## config.mk

```make
export PLATFORM = sky130hd
export DESIGN_NAME = frame_deframer_flat
export DESIGN_NICKNAME = d
export VERILOG_FILES = /design/src/rtl/frame_deframer_if.sv /design/src/rtl/frame_deframer.sv /design/src/flat_wrapper.sv
export SDC_FILE = /design/constraint.sdc
export NUM_CORES = 1
export LEC_CHECK = 0
export CORE_ASPECT_RATIO = 0.75
export CORE_MARGIN = 8
export CORE_UTILIZATION = 54
export DETAILED_ROUTE_END_ITERATION = 16
export GPL_ROUTABILITY_DRIVEN = 0
export PLACE_DENSITY = 0.78
export REMOVE_ABC_BUFFERS = 1
export SETUP_SLACK_MARGIN = 0.02
export SLEW_MARGIN = 20
export SYNTH_ARGS = -nofsm -noshare
export SYNTH_HDL_FRONTEND = slang
export SYNTH_SLANG_ARGS = --single-unit
```

## constraint.sdc

```tcl
create_clock -name clk -period 3.3 [get_ports clk]
set_input_delay 0.33 -clock clk [delete_from_list [all_inputs] [get_ports clk]]
set_output_delay 0.33 -clock clk [all_outputs]
set_load 0.05 [all_outputs]
```

## src/rtl/frame_deframer_if.sv

```systemverilog
// Byte-stream receive side and assembled-frame delivery side of the deframer.
// The master is the line receiver plus frame consumer; the slave is the deframer.
interface frame_deframer_if #(
    parameter int FRAME_SIZE = 599
);
    logic [7:0]          rx_data;
    logic                rx_valid;
    logic [0:FRAME_SIZE] frame_out;
    logic                frame_valid;
    logic                err_valid;
    logic [1:0]          err_code;
    logic                rx_busy;

    modport master (
        output rx_data,
        output rx_valid,
        input  frame_out,
        input  frame_valid,
        input  err_valid,
        input  err_code,
        input  rx_busy
    );

    modport slave (
        input  rx_data,
        input  rx_valid,
        output frame_out,
        output frame_valid,
        output err_valid,
        output err_code,
        output rx_busy
    );
endinterface

```

## src/rtl/frame_deframer.sv

```systemverilog
// Strips START/END delimiters, undoes ESC byte-stuffing and assembles a fixed-length
// frame; malformed frames are dropped with a one-cycle error strobe.
module frame_deframer #(
    parameter int          DATA_SIZE     = 64,
    parameter int          PREAMBLE_SIZE = 7,
    parameter int          CRC_SIZE      = 4,
    parameter logic [7:0]  FRAME_START   = 8'h06,
    parameter logic [7:0]  FRAME_END     = 8'h07,
    parameter logic [7:0]  ESC_VAL       = 8'h14,
    parameter logic [7:0]  ESC_XOR       = 8'h20
) (
    input  logic               clk,
    input  logic               rst_n,
    frame_deframer_if.slave    bus
);
    localparam int FRAME_BYTES = PREAMBLE_SIZE + DATA_SIZE + CRC_SIZE;
    localparam int FRAME_SIZE  = FRAME_BYTES * 8 - 1;
    localparam logic [6:0] FRAME_BYTES_C = 7'(FRAME_BYTES);

    localparam logic [1:0] ERR_LEN    = 2'b01;
    localparam logic [1:0] ERR_ESC    = 2'b10;
    localparam logic [1:0] ERR_RESYNC = 2'b11;

    typedef enum logic [1:0] {
        ST_HUNT = 2'b00,
        ST_RECV = 2'b01,
        ST_ESC  = 2'b10
    } state_t;

    state_t              state_r, state_next_s;
    logic [6:0]          count_r, count_next_s;
    logic [0:FRAME_SIZE] asm_r, asm_next_s;
    logic [0:FRAME_SIZE] frame_out_r, frame_out_next_s;
    logic                frame_valid_r, frame_valid_next_s;
    logic                err_valid_r, err_valid_next_s;
    logic [1:0]          err_code_r, err_code_next_s;
    logic                rx_busy_r;
    logic                store_req_s;
    logic [7:0]          store_data_s;
    logic [9:0]          byte_base_s;

    assign byte_base_s = {count_r, 3'b000};

    // Byte to be stored: escaped bytes arrive XOR-masked and are restored here.
    always_comb begin
        if (state_r == ST_ESC) begin
            store_data_s = bus.rx_data ^ ESC_XOR;
        end else begin
            store_data_s = bus.rx_data;
        end
    end

    // Next-state, assembly and strobe decode for one accepted byte.
    always_comb begin
        state_next_s       = state_r;
        count_next_s       = count_r;
        asm_next_s         = asm_r;
        frame_out_next_s   = frame_out_r;
        frame_valid_next_s = 1'b0;
        err_valid_next_s   = 1'b0;
        err_code_next_s    = err_code_r;
        store_req_s        = 1'b0;

        if (bus.rx_valid) begin
            case (state_r)
                ST_HUNT: begin
                    if (bus.rx_data == FRAME_START) begin
                        state_next_s = ST_RECV;
                        count_next_s = 7'd0;
                    end else begin
                        state_next_s = ST_HUNT;
                    end
                end
                ST_RECV: begin
                    if (bus.rx_data == FRAME_START) begin
                        err_valid_next_s = 1'b1;
                        err_code_next_s  = ERR_RESYNC;
                        count_next_s     = 7'd0;
                        state_next_s     = ST_RECV;
                    end else if (bus.rx_data == FRAME_END) begin
                        if (count_r == FRAME_BYTES_C) begin
                            frame_out_next_s   = asm_r;
                            frame_valid_next_s = 1'b1;
                        end else begin
                            err_valid_next_s = 1'b1;
                            err_code_next_s  = ERR_LEN;
                        end
                        state_next_s = ST_HUNT;
                    end else if (bus.rx_data == ESC_VAL) begin
                        state_next_s = ST_ESC;
                    end else begin
                        store_req_s = 1'b1;
                    end
                end
                ST_ESC: begin
                    if (bus.rx_data == FRAME_START) begin
                        // An escaped START is still treated as the start of a new frame.
                        err_valid_next_s = 1'b1;
                        err_code_next_s  = ERR_ESC;
                        count_next_s     = 7'd0;
                        state_next_s     = ST_RECV;
                    end else if (bus.rx_data == FRAME_END) begin
                        err_valid_next_s = 1'b1;
                        err_code_next_s  = ERR_ESC;
                        state_next_s     = ST_HUNT;
                    end else begin
                        store_req_s = 1'b1;
                    end
                end
                default: begin
                    state_next_s = ST_HUNT;
                    count_next_s = 7'd0;
                end
            endcase

            if (store_req_s) begin
                if (count_r < FRAME_BYTES_C) begin
                    asm_next_s[byte_base_s +: 8] = store_data_s;
                    count_next_s                 = count_r + 7'd1;
                    state_next_s                 = ST_RECV;
                end else begin
                    err_valid_next_s = 1'b1;
                    err_code_next_s  = ERR_LEN;
                    state_next_s     = ST_HUNT;
                end
            end else begin
                store_req_s = 1'b0;
            end
        end else begin
            state_next_s = state_r;
        end
    end

    // State, assembly buffer and registered outputs.
    always_ff @(posedge clk or negedge rst_n) begin
        if (!rst_n) begin
            state_r       <= ST_HUNT;
            count_r       <= 7'd0;
            asm_r         <= '0;
            frame_out_r   <= '0;
            frame_valid_r <= 1'b0;
            err_valid_r   <= 1'b0;
            err_code_r    <= 2'b00;
            rx_busy_r     <= 1'b0;
        end else begin
            state_r       <= state_next_s;
            count_r       <= count_next_s;
            asm_r         <= asm_next_s;
            frame_out_r   <= frame_out_next_s;
            frame_valid_r <= frame_valid_next_s;
            err_valid_r   <= err_valid_next_s;
            err_code_r    <= err_code_next_s;
            rx_busy_r     <= (state_next_s != ST_HUNT);
        end
    end

    assign bus.frame_out   = frame_out_r;
    assign bus.frame_valid = frame_valid_r;
    assign bus.err_valid   = err_valid_r;
    assign bus.err_code    = err_code_r;
    assign bus.rx_busy     = rx_busy_r;
endmodule

```

## src/flat_wrapper.sv

```systemverilog
// flat-port wrapper written by rule: the top's interface ports become plain ports
module frame_deframer_flat 
#(
    parameter int          DATA_SIZE     = 64,
    parameter int          PREAMBLE_SIZE = 7,
    parameter int          CRC_SIZE      = 4,
    parameter logic [7:0]  FRAME_START   = 8'h06,
    parameter logic [7:0]  FRAME_END     = 8'h07,
    parameter logic [7:0]  ESC_VAL       = 8'h14,
    parameter logic [7:0]  ESC_XOR       = 8'h20
)
  (clk, rst_n, bus_rx_data, bus_rx_valid, bus_frame_out, bus_frame_valid, bus_err_valid, bus_err_code, bus_rx_busy);
  frame_deframer_if #(.FRAME_SIZE(((75) * 8 - 1))) bus_i ();
  input  logic clk;
  input  logic rst_n;
  input wire logic [$bits(bus_i.rx_data)-1:0] bus_rx_data;
  input wire logic [$bits(bus_i.rx_valid)-1:0] bus_rx_valid;
  output wire logic [$bits(bus_i.frame_out)-1:0] bus_frame_out;
  output wire logic [$bits(bus_i.frame_valid)-1:0] bus_frame_valid;
  output wire logic [$bits(bus_i.err_valid)-1:0] bus_err_valid;
  output wire logic [$bits(bus_i.err_code)-1:0] bus_err_code;
  output wire logic [$bits(bus_i.rx_busy)-1:0] bus_rx_busy;
  assign bus_i.rx_data = bus_rx_data;
  assign bus_i.rx_valid = bus_rx_valid;
  assign bus_frame_out = bus_i.frame_out;
  assign bus_frame_valid = bus_i.frame_valid;
  assign bus_err_valid = bus_i.err_valid;
  assign bus_err_code = bus_i.err_code;
  assign bus_rx_busy = bus_i.rx_busy;
  frame_deframer #(.DATA_SIZE(DATA_SIZE), .PREAMBLE_SIZE(PREAMBLE_SIZE), .CRC_SIZE(CRC_SIZE), .FRAME_START(FRAME_START), .FRAME_END(FRAME_END), .ESC_VAL(ESC_VAL), .ESC_XOR(ESC_XOR)) u_core (.clk(clk), .rst_n(rst_n), .bus(bus_i));
endmodule
```

# Word level (Yosys, flattened, before mapping)
# Cells that the tools add are included.
[classes] n_eq_ne=6 n_reduce_logical=5 n_addsub=2 bitwise=3 magnitude_cmp=1 n_shift=2 mux=45
[ops] operator="601-bit by 12-bit variable shift with 600-bit output (first input constant)" n=1
[ops] operator="601-bit by 12-bit indexed part select with 600-bit output" n=1
[ops] operator="600-bit bitwise mux" n=1
[ops] operator="2-bit 2-to-1 mux" n=14
[ops] operator="7-bit 2-to-1 mux" n=4
[ops] operator="1-bit 2-to-1 mux" n=21
[ops] operator="8-bit by 3-bit equality test with 1-bit output (second input constant)" n=2
[ops] operator="11-bit negator with 12-bit output" n=1
[ops] operator="10-bit NOT with 11-bit output" n=1
[ops] operator="8-bit by 5-bit equality test with 1-bit output (second input constant)" n=1
[ops] operator="7-bit by 1-bit adder with 7-bit output (second input constant)" n=1
[ops] operator="7-bit equality test (second input constant)" n=1
[ops] operator="7-bit less-than comparator (second input constant)" n=1
[ops] operator="6-bit 2-to-1 mux" n=1
[ops] operator="2-bit case mux with 3 select lines" n=1
[ops] operator="5-bit AND reduction" n=1
[ops] operator="1-bit case mux with 2 select lines" n=2
[ops] operator="2-bit case mux with 2 select lines" n=1
[ops] operator="3-bit AND reduction" n=1
[ops] operator="3-bit OR reduction" n=1
[ops] operator="2-bit by 1-bit equality test with 1-bit output (second input constant)" n=1
[ops] operator="2-bit equality test (second input constant)" n=1
[ops] operator="2-bit zero test" n=1
[ops] operator="1-bit NOT" n=2
[ops] operator="2-bit nonzero test" n=1
[totals] input_bits=11 wordCells=72 reg_bits=1214 output_inout_bits=605

# Longest topological paths before layout
# Gate-level depths: netlist of run 1.
[logic_depth] depth_word=9 mapped_depth=12 mapped_depth_nobuf=7

# Worst setup path before layout of run 1
# Ideal clock, no wire load.
[synth_path] path_type="reg2reg" start="reg u_core.state_r[0]" end="reg u_core.asm_r[360] (netlist name)" setup_slack_ps=736 period_less_slack_ps=2564 required_time_ps=3175 t_arrival_ps=2439 setup_ps=125 path_stages_with_launch=12 n_path_buf=4 cell_sequence="dfrtp_1 -> inv_1 -> ha_1 -> buf_4 -> nor4b_1 -> o211a_1 -> buf_4 -> buf_6 -> nor3_1 -> buf_2 -> nand3_1 -> mux2_2"
[synth_between] elab_chain_len=4 elab_cells_between_ends=8 cone_classes="eq/ne (2); shift (1); mux (4); reduce/logical (1)"
[synth_rtl] element="start, declared" line_no="frame_deframer.sv:30" source="state_t state_r, state_next_s;"
[synth_rtl] element="start signal, assigned" line_no="frame_deframer.sv:146" source="state_r <= state_next_s;"
[synth_rtl] element="2-bit equality test or 2-bit by 1-bit equality test with 1-bit output (tied branches)" line_no="frame_deframer.sv:46, frame_deframer.sv:65"
[synth_rtl] element="6-bit 2-to-1 mux or 1-bit case mux with 2 select lines (tied branches)" line_no="frame_deframer.sv:46, frame_deframer.sv:65"
[synth_rtl] element="601-bit by 12-bit indexed part select with 600-bit output or 1-bit 2-to-1 mux (tied branches)" line_no="frame_deframer.sv:118, frame_deframer.sv:64"
[synth_rtl] element="600-bit bitwise mux or 3-bit AND reduction (tied branches)"
[synth_rtl] element="end signal, assigned" line_no="frame_deframer.sv:148" source="asm_r <= asm_next_s;"
[synth_rtl] element="end, declared" line_no="frame_deframer.sv:32" source="logic [0:FRAME_SIZE] asm_r, asm_next_s;"
# Several ways; a longest one is shown, not always the timed one. The select of a mux whose other input is x is not followed.
# A chain may end at the register's enable or synchronous reset.

# Worst setup path after layout of run 1
[layout_path] start="reg u_core.state_r[0]" end="reg u_core.asm_r[303] (netlist name)"
# The elaborated chain is that of the path after synthesis.

==> results of run 1 <==
==> state kept, by name, summed over array words and instances (netlist names) <==
name                    cells
u_core.bus.err_valid        1
u_core.count_r              7
u_core.bus.frame_valid      1
u_core.state_r              2
u_core.bus.err_code         2
u_core.bus.rx_busy          1
u_core.bus.frame_out      600
u_core.asm_r              600
==> cell families after synthesis <==
family | count (synthesis) | synth area share (%)
compound gates | 204 | 3.03
xor+xnor | 1 | 0.0182
fa+ha+maj | 10 | 0.260
buf+inv | 250 | 2.18
flops | 1214 | 63.1
mux | 1033 | 24.1
simple gates | 783 | 7.36
==> metal layers <==
layer	track usage (%)	wire [um]
met5	0	13
met4	10.6	5330
met3	7.15	10300
met2	44.8	66900
met1	37.2	58800
==> synth_stat cells, types with 6 or more instances <==
cell | count | area share [%]
dfrtp_1 | 1214 | 63
mux2_2 | 1017 | 24
nor2_1 | 351 | 2.7
nand2_1 | 238 | 1.9
clkbuf_1 | 136 | 1.1
o31ai_1 | 128 | 2.0
buf_2 | 76 | 0.79
nand3_1 | 42 | 0.44
o21ai_0 | 30 | 0.31
inv_1 | 26 | 0.20
nor3_1 | 24 | 0.25
a21o_1 | 17 | 0.26
and3_1 | 15 | 0.19
mux2i_1 | 15 | 0.31
nand4_1 | 15 | 0.19
or4_1 | 14 | 0.22
nand2_2 | 12 | 0.16
ha_1 | 10 | 0.26
nand4_2 | 10 | 0.26
nor4_1 | 9 | 0.12
buf_1 | 8 | 0.062
nand2b_1 | 6 | 0.078
o211ai_1 | 6 | 0.093
==> metrics by stage <==
stage | util [%] | power (mW) | hold WS, ps | instance area (um2)
2_1_floorplan | - | 15.6 | 34.4 | 47200
3_3_place_gp | 63.3 | 16.5 | 411 | 56400
3_5_place_dp | 63.3 | 16.5 | 416 | 56400
4_1_cts | 67.4 | 29.2 | 310 | 60000
5_1_grt | 67.4 | 29.8 | 369 | 60000
6_report | 67.4 | 29.0 | 306 | 60000
==> final timing paths <==
check,startpoint,end,cells after the start
max in group asynchronous,rst_n,u_core.count_r[5],3
worst min-delay path,rst_n,u_core.bus.frame_out[537],2
min in group clk,u_core.asm_r[325],u_core.asm_r[325],2
worst min register to register,u_core.asm_r[325],u_core.asm_r[325],2
worst max register to register,u_core.state_r[0],u_core.asm_r[303],9
worst max-delay path,u_core.state_r[0],u_core.asm_r[303],9
==> power by group through the flow <==
stage / Combinational [mW] / Clock [mW] / Sequential, mW
floorplan: 0.342 / 0 / 15.2
global placement: 1.23 / 0 / 15.2
detailed placement: 1.25 / 0 / 15.2
CTS: 1.25 / 13.0 / 15.0
global route: 1.33 / 13.5 / 15.0
finish: 1.23 / 12.8 / 15.0
==> area by class of cell <==
cell class	instances	area (um2)
well taps	1164	1460
diodes	5	12.5
clock inverters	27	290
clock buffers	166	3320
flip-flops and latches	1214	30400
multi-input cells	2031	16800
inverters	27	101
repair buffers	761	7640
fillers	6247	29000
==> impl_metrics.py, run 1 <==
metrics = {
    "global_route": {
        "grt_pass1_vias": 32500,
        "antenna_found_initial": 8,
        "grt-ovfl-total": 0,
        "grt_usage_pct": 28.0,
        "grt_pass1_wl_um": 212000,
        "grt_max_degree": 112,
    },
    "worst_setup_path": {
        "required_ps": 3850,
        "crit_type": "reg -> reg",
        "worstSetupEndpointType": "register",
        "start_kind": "register",
        "cp_max_fo": 9,
        "worstPathBufferInverterCount": 3,
        "crit_chain": "inv_1, ha_1, buf_4, or2_1, nand2_1, nor3_4, buf_4, nand4_2, mux2_2",
        "crit_family": "simple AND/OR/NAND/NOR gates",
        "crit_top_cell": "buf_4",
        "arrival_ps": 3670,
        "max_stage_delay_ps": 690,
        "crit_path_top_delay_cell": "nor3_4",
        "regToRegSetupSlack_ps": 190,
    },
    "die": {
        "num_io_pins": 616,
        "initial_core_util_pct": 54.1,
        "die_area_mm2": 0.0991,
        "dieHeight_um": 275,
        "core_mm2": 0.0890,
        "die_x_um": 361,
        "rows": 95,
    },
    "power": {
        "p_leak_nw": 28.9,
        "intPower_mw": 22.4,
        "pwr-share-seq_pct": 51.6,
        "netSwitchingPower_mw": 6.56,
        "p_clk_share_pct": 44.1,
        "swShare_pct": 22.6,
        "powerDensity_mw_per_mm2": 483,
        "worst_ir_drop_vdd_v": 0.000393,
        "power_frac_comb_pct": 4.2,
    },
    "clock_network": {
        "cts_inserted_buffers": 110,
        "cts_resized": 0,
        "clk_latency_ps": 680,
        "cts_tree": "done",
        "path_clk_slew_ps": 60,
        "cts_setup_buffers": 0,
        "cts_sinks": 1214,
        "cts-root-buf": "clkbuf_16",
        "h-tree-depth": 3,
        "hold_buffers": 1,
        "clockBufferDepth": 3,
    },
    "synth": {
        "synthDistinctLibCells": 61,
        "synthCells": 3495,
        "avgSynthCellArea_um2": 13.8,
        "yosysWarnings": 0,
        "netlist_area_mm2": 0.0482,
        "yosysSeqAreaShare_pct": 63.1,
        "synth_ff_type": "dfrtp_1",
        "synth_enable_flop_cells": 0,
        "postSynth.asyncResetShare_pct": 100,
        "ys_ff_latch": 1214,
    },
    "route": {
        "dr.pass1.iters": 8,
        "drc_errors": 0,
        "drtIter0Drc": 2408,
        "vias": 31100,
        "totalWireLength_um": 141000,
        "ant_nets": 0,
        "wire_per_inst_um": 26.2,
        "vias_per_cell": 5.77,
    },
    "worst_hold_path": {
        "hp-class": "in -> async",
    },
    "finish": {
        "layout_commonest_cell": "dfrtp_1",
        "drive_gt1_share_pct": 32.7,
        "syn2layout_area_growth_pct": 24.6,
        "fin_cells": 5395,
        "layout_common_cells": "1,213 x dfrtp_1, 1,017 x mux2_2, 614 x clkdlybuf4s50_1",
        "final_nets": 4166,
    },
    "timing": {
        "post-route-period-util_pct": 94.4,
        "setup_slack_ps": 186,
        "fmax_mhz": 321,
        "slew_viol_final": 0,
        "rsz0062_at_grt": "false",
        "clock_skew_ps": 28.7,
        "worst_slew_pin_slew_ps": 1000,
        "setup_viol": 0,
        "setup_tns_ps": 0,
        "max_slew_margin_pct": 33.2,
        "finalHoldViolations": 0,
        "fin_crit_ps": 3110,
    },
    "placement": {
        "hpwl_um": 97900,
        "placed_cells": 5196,
        "portBuffers": 615,
        "place_ws_ps": -121,
    },
    "run_status": {
        "status": "finished clean",
    },
    "job": {
        "drv_cap": 0,
    },
}
No activity file was read; power rests on OpenSTA's default activity.
==> run 2: changes to the inputs <==
--- a/config.mk
+++ b/config.mk
@@ -7,10 +7,10 @@
 export LEC_CHECK = 0
 export CORE_ASPECT_RATIO = 0.75
 export CORE_MARGIN = 8
-export CORE_UTILIZATION = 54
+export CORE_UTILIZATION = 55
 export DETAILED_ROUTE_END_ITERATION = 16
 export GPL_ROUTABILITY_DRIVEN = 0
-export PLACE_DENSITY = 0.78
+export PLACE_DENSITY = 0.79
 export REMOVE_ABC_BUFFERS = 1
 export SETUP_SLACK_MARGIN = 0.02
 export SLEW_MARGIN = 20
==> run 2 against run 1 <==
  * Register-to-register slack lost 180 ps
  * First-iteration DRC count rose by 13%
  * Clock skew shrank 11 ps
  * Combinational power rose by 4%
  * Critical endpoint is now u_core.asm_r[53]
  * Highest routed layer is now met4
==> impl_metrics.py, run 2 (synthesis results as in run 1) <==
metrics = {
    "clock_network": {
        "clk_latency_ps": 680,
        "cts_tree": "done",
        "h-tree-depth": 3,
        "cts_inserted_buffers": 114,
        "path_clk_slew_ps": 60,
        "cts-root-buf": "clkbuf_16",
        "cts_sinks": 1214,
        "clockBufferDepth": 3,
    },
    "global_route": {
        "grt-ovfl-total": 0,
        "grt_usage_pct": 29.0,
        "use_met2_pct": 45.6,
        "grt_util_met1_pct": 39.5,
        "grt_max_degree": 125,
        "grt_most_used_layer": "met2",
        "grt_pass1_wl_um": 215000,
        "use_met3_pct": 7.38,
        "antenna_found_initial": 3,
        "grt_pass1_vias": 32800,
    },
    "route": {
        "drtIter0Drc": 2733,
        "wire_per_inst_um": 26.5,
        "dr.pass1.iters": 6,
        "vias_per_cell": 5.82,
        "vias": 31400,
        "drc_errors": 0,
        "ant_nets": 0,
        "totalWireLength_um": 143000,
    },
    "die": {
        "die_x_um": 358,
        "die_area_mm2": 0.0974,
        "num_io_pins": 616,
        "dieHeight_um": 272,
        "initial_core_util_pct": 55.2,
        "core_mm2": 0.0873,
        "rows": 94,
    },
    "power": {
        "p_clk_share_pct": 44.6,
        "power_frac_comb_pct": 4.4,
        "powerDensity_mw_per_mm2": 487,
        "worst_ir_drop_vdd_v": 0.000475,
        "p_total_mw": 29.3,
        "intPower_mw": 22.5,
        "p_leak_nw": 29.0,
        "pwr-share-seq_pct": 51.0,
        "swShare_pct": 23.3,
        "netSwitchingPower_mw": 6.83,
    },
    "worst_setup_path": {
        "rr_endpoint": "u_core.asm_r[53]",
        "reg2reg_from": "u_core.count_r[1]",
        "worstSetupEndpointType": "register",
        "crit_type": "reg -> reg",
        "arrival_ps": 3920,
        "reg2reg_depth": 6,
        "cp_max_fo": 14,
        "start_kind": "register",
        "regToRegSetupSlack_ps": 10,
        "required_ps": 3930,
    },
    "timing": {
        "slew_viol_final": 0,
        "finalHoldViolations": 0,
        "setup_viol": 0,
        "worst_slew_pin_slew_ps": 1170,
        "setup_slack_ps": 9.67,
        "rsz0062_at_grt": "true",
        "clock_skew_ps": 18.1,
        "fin_crit_ps": 3290,
        "post-route-period-util_pct": 99.7,
        "setup_tns_ps": 0,
        "max_slew_margin_pct": 21.9,
        "fmax_mhz": 304,
        "hold_ws_ps": 278,
    },
    "finish": {
        "fill_cells": 5977,
        "final-seq-area_mm2": 0.0304,
        "drive_gt1_share_pct": 33.1,
        "final_nets": 4177,
        "syn2layout_area_growth_pct": 25.0,
        "layout_common_cells": "1,213 x dfrtp_1, 1,017 x mux2_2, 614 x clkdlybuf4s50_1",
        "final_util_pct": 69.0,
        "fin_cells": 5403,
        "layout_commonest_cell": "dfrtp_1",
        "stdcell_area_mm2": 0.0602,
        "multi_input_area_mm2": 0.0168,
    },
    "placement": {
        "hpwl_um": 99000,
        "placed_area_mm2": 0.0564,
        "portBuffers": 615,
        "place_ws_ps": -155,
        "placed_cells": 5182,
    },
    "worst_hold_path": {
        "hp-class": "in -> async",
    },
    "run_status": {
        "status": "finished clean",
    },
    "job": {
        "drv_cap": 0,
    },
}
-- run 2: changes by cell type in the layout (fill, tap and decap cells not counted), sizes merged --
cell / previous run / this run
clkinv: 18 / 28
buf: 146 / 153
clkinvlp: 3 / 7
diode: 5 / 2
inv: 28 / 30
bufinv: 5 / 4
clkbuf: 166 / 167
-- run 2: metal layers --
metal / wire length [um] / part of all wire (%)
met1: 59500 / 42
met2: 67200 / 47
met3: 11100 / 7.8
met4: 5340 / 3.7
met5: 0 / 0
-- run 2: repair_timing --
action,CTS,global route
hold endpoints to repair,38,0
buffers inserted,0,9
setup endpoints to repair,0,115
gates resized for setup,0,1
hold buffers,1,0
-- run 2: worst max-delay path, cell delays in order, from the launching register on --
cell and delay, ps:
dfrtp_1 470, buf_4 210, clkinv_1 250, nor2_1 700, nand2_1 910, nor2_1 460, mux2_2 210
-- run 2: power by group through the flow --
stage,registers [mW],clock network (mW),logic (mW)
after floorplan,15.2,0,0.342
after global placement,15.2,0,1.27
after detailed placement,15.2,0,1.28
after CTS,15.0,13.3,1.29
after global routing,15.0,13.9,1.38
final,15.0,13.1,1.28
-- run 2: how the worst max path moves through the flow --
stage	start	cells past startpoint	slack (ps)	end
floorplan	u_core.count_r[5]	4	-23300	u_core.bus.frame_out[0]
CTS	u_core.state_r[1]	7	120	u_core.asm_r[299]
global placement	bus_rx_data[1]	8	-100	u_core.asm_r[101]
detailed placement	bus_rx_data[1]	8	-150	u_core.asm_r[103]
global route	u_core.count_r[1]	6	-70	u_core.asm_r[565]
finish	u_core.count_r[1]	6	10	u_core.asm_r[53]
-- run 2: layout make-up --
cell class / instances / area share [%]
Sequential cell: 1214 / 50.4
Multi-Input combinational cell: 2031 / 27.9
Timing Repair Buffer: 768 / 12.8
Clock buffer: 167 / 5.53
Tap cell: 1152 / 2.39
Clock inverter: 42 / 0.719
Inverter: 27 / 0.168
Antenna cell: 2 / 0.00831
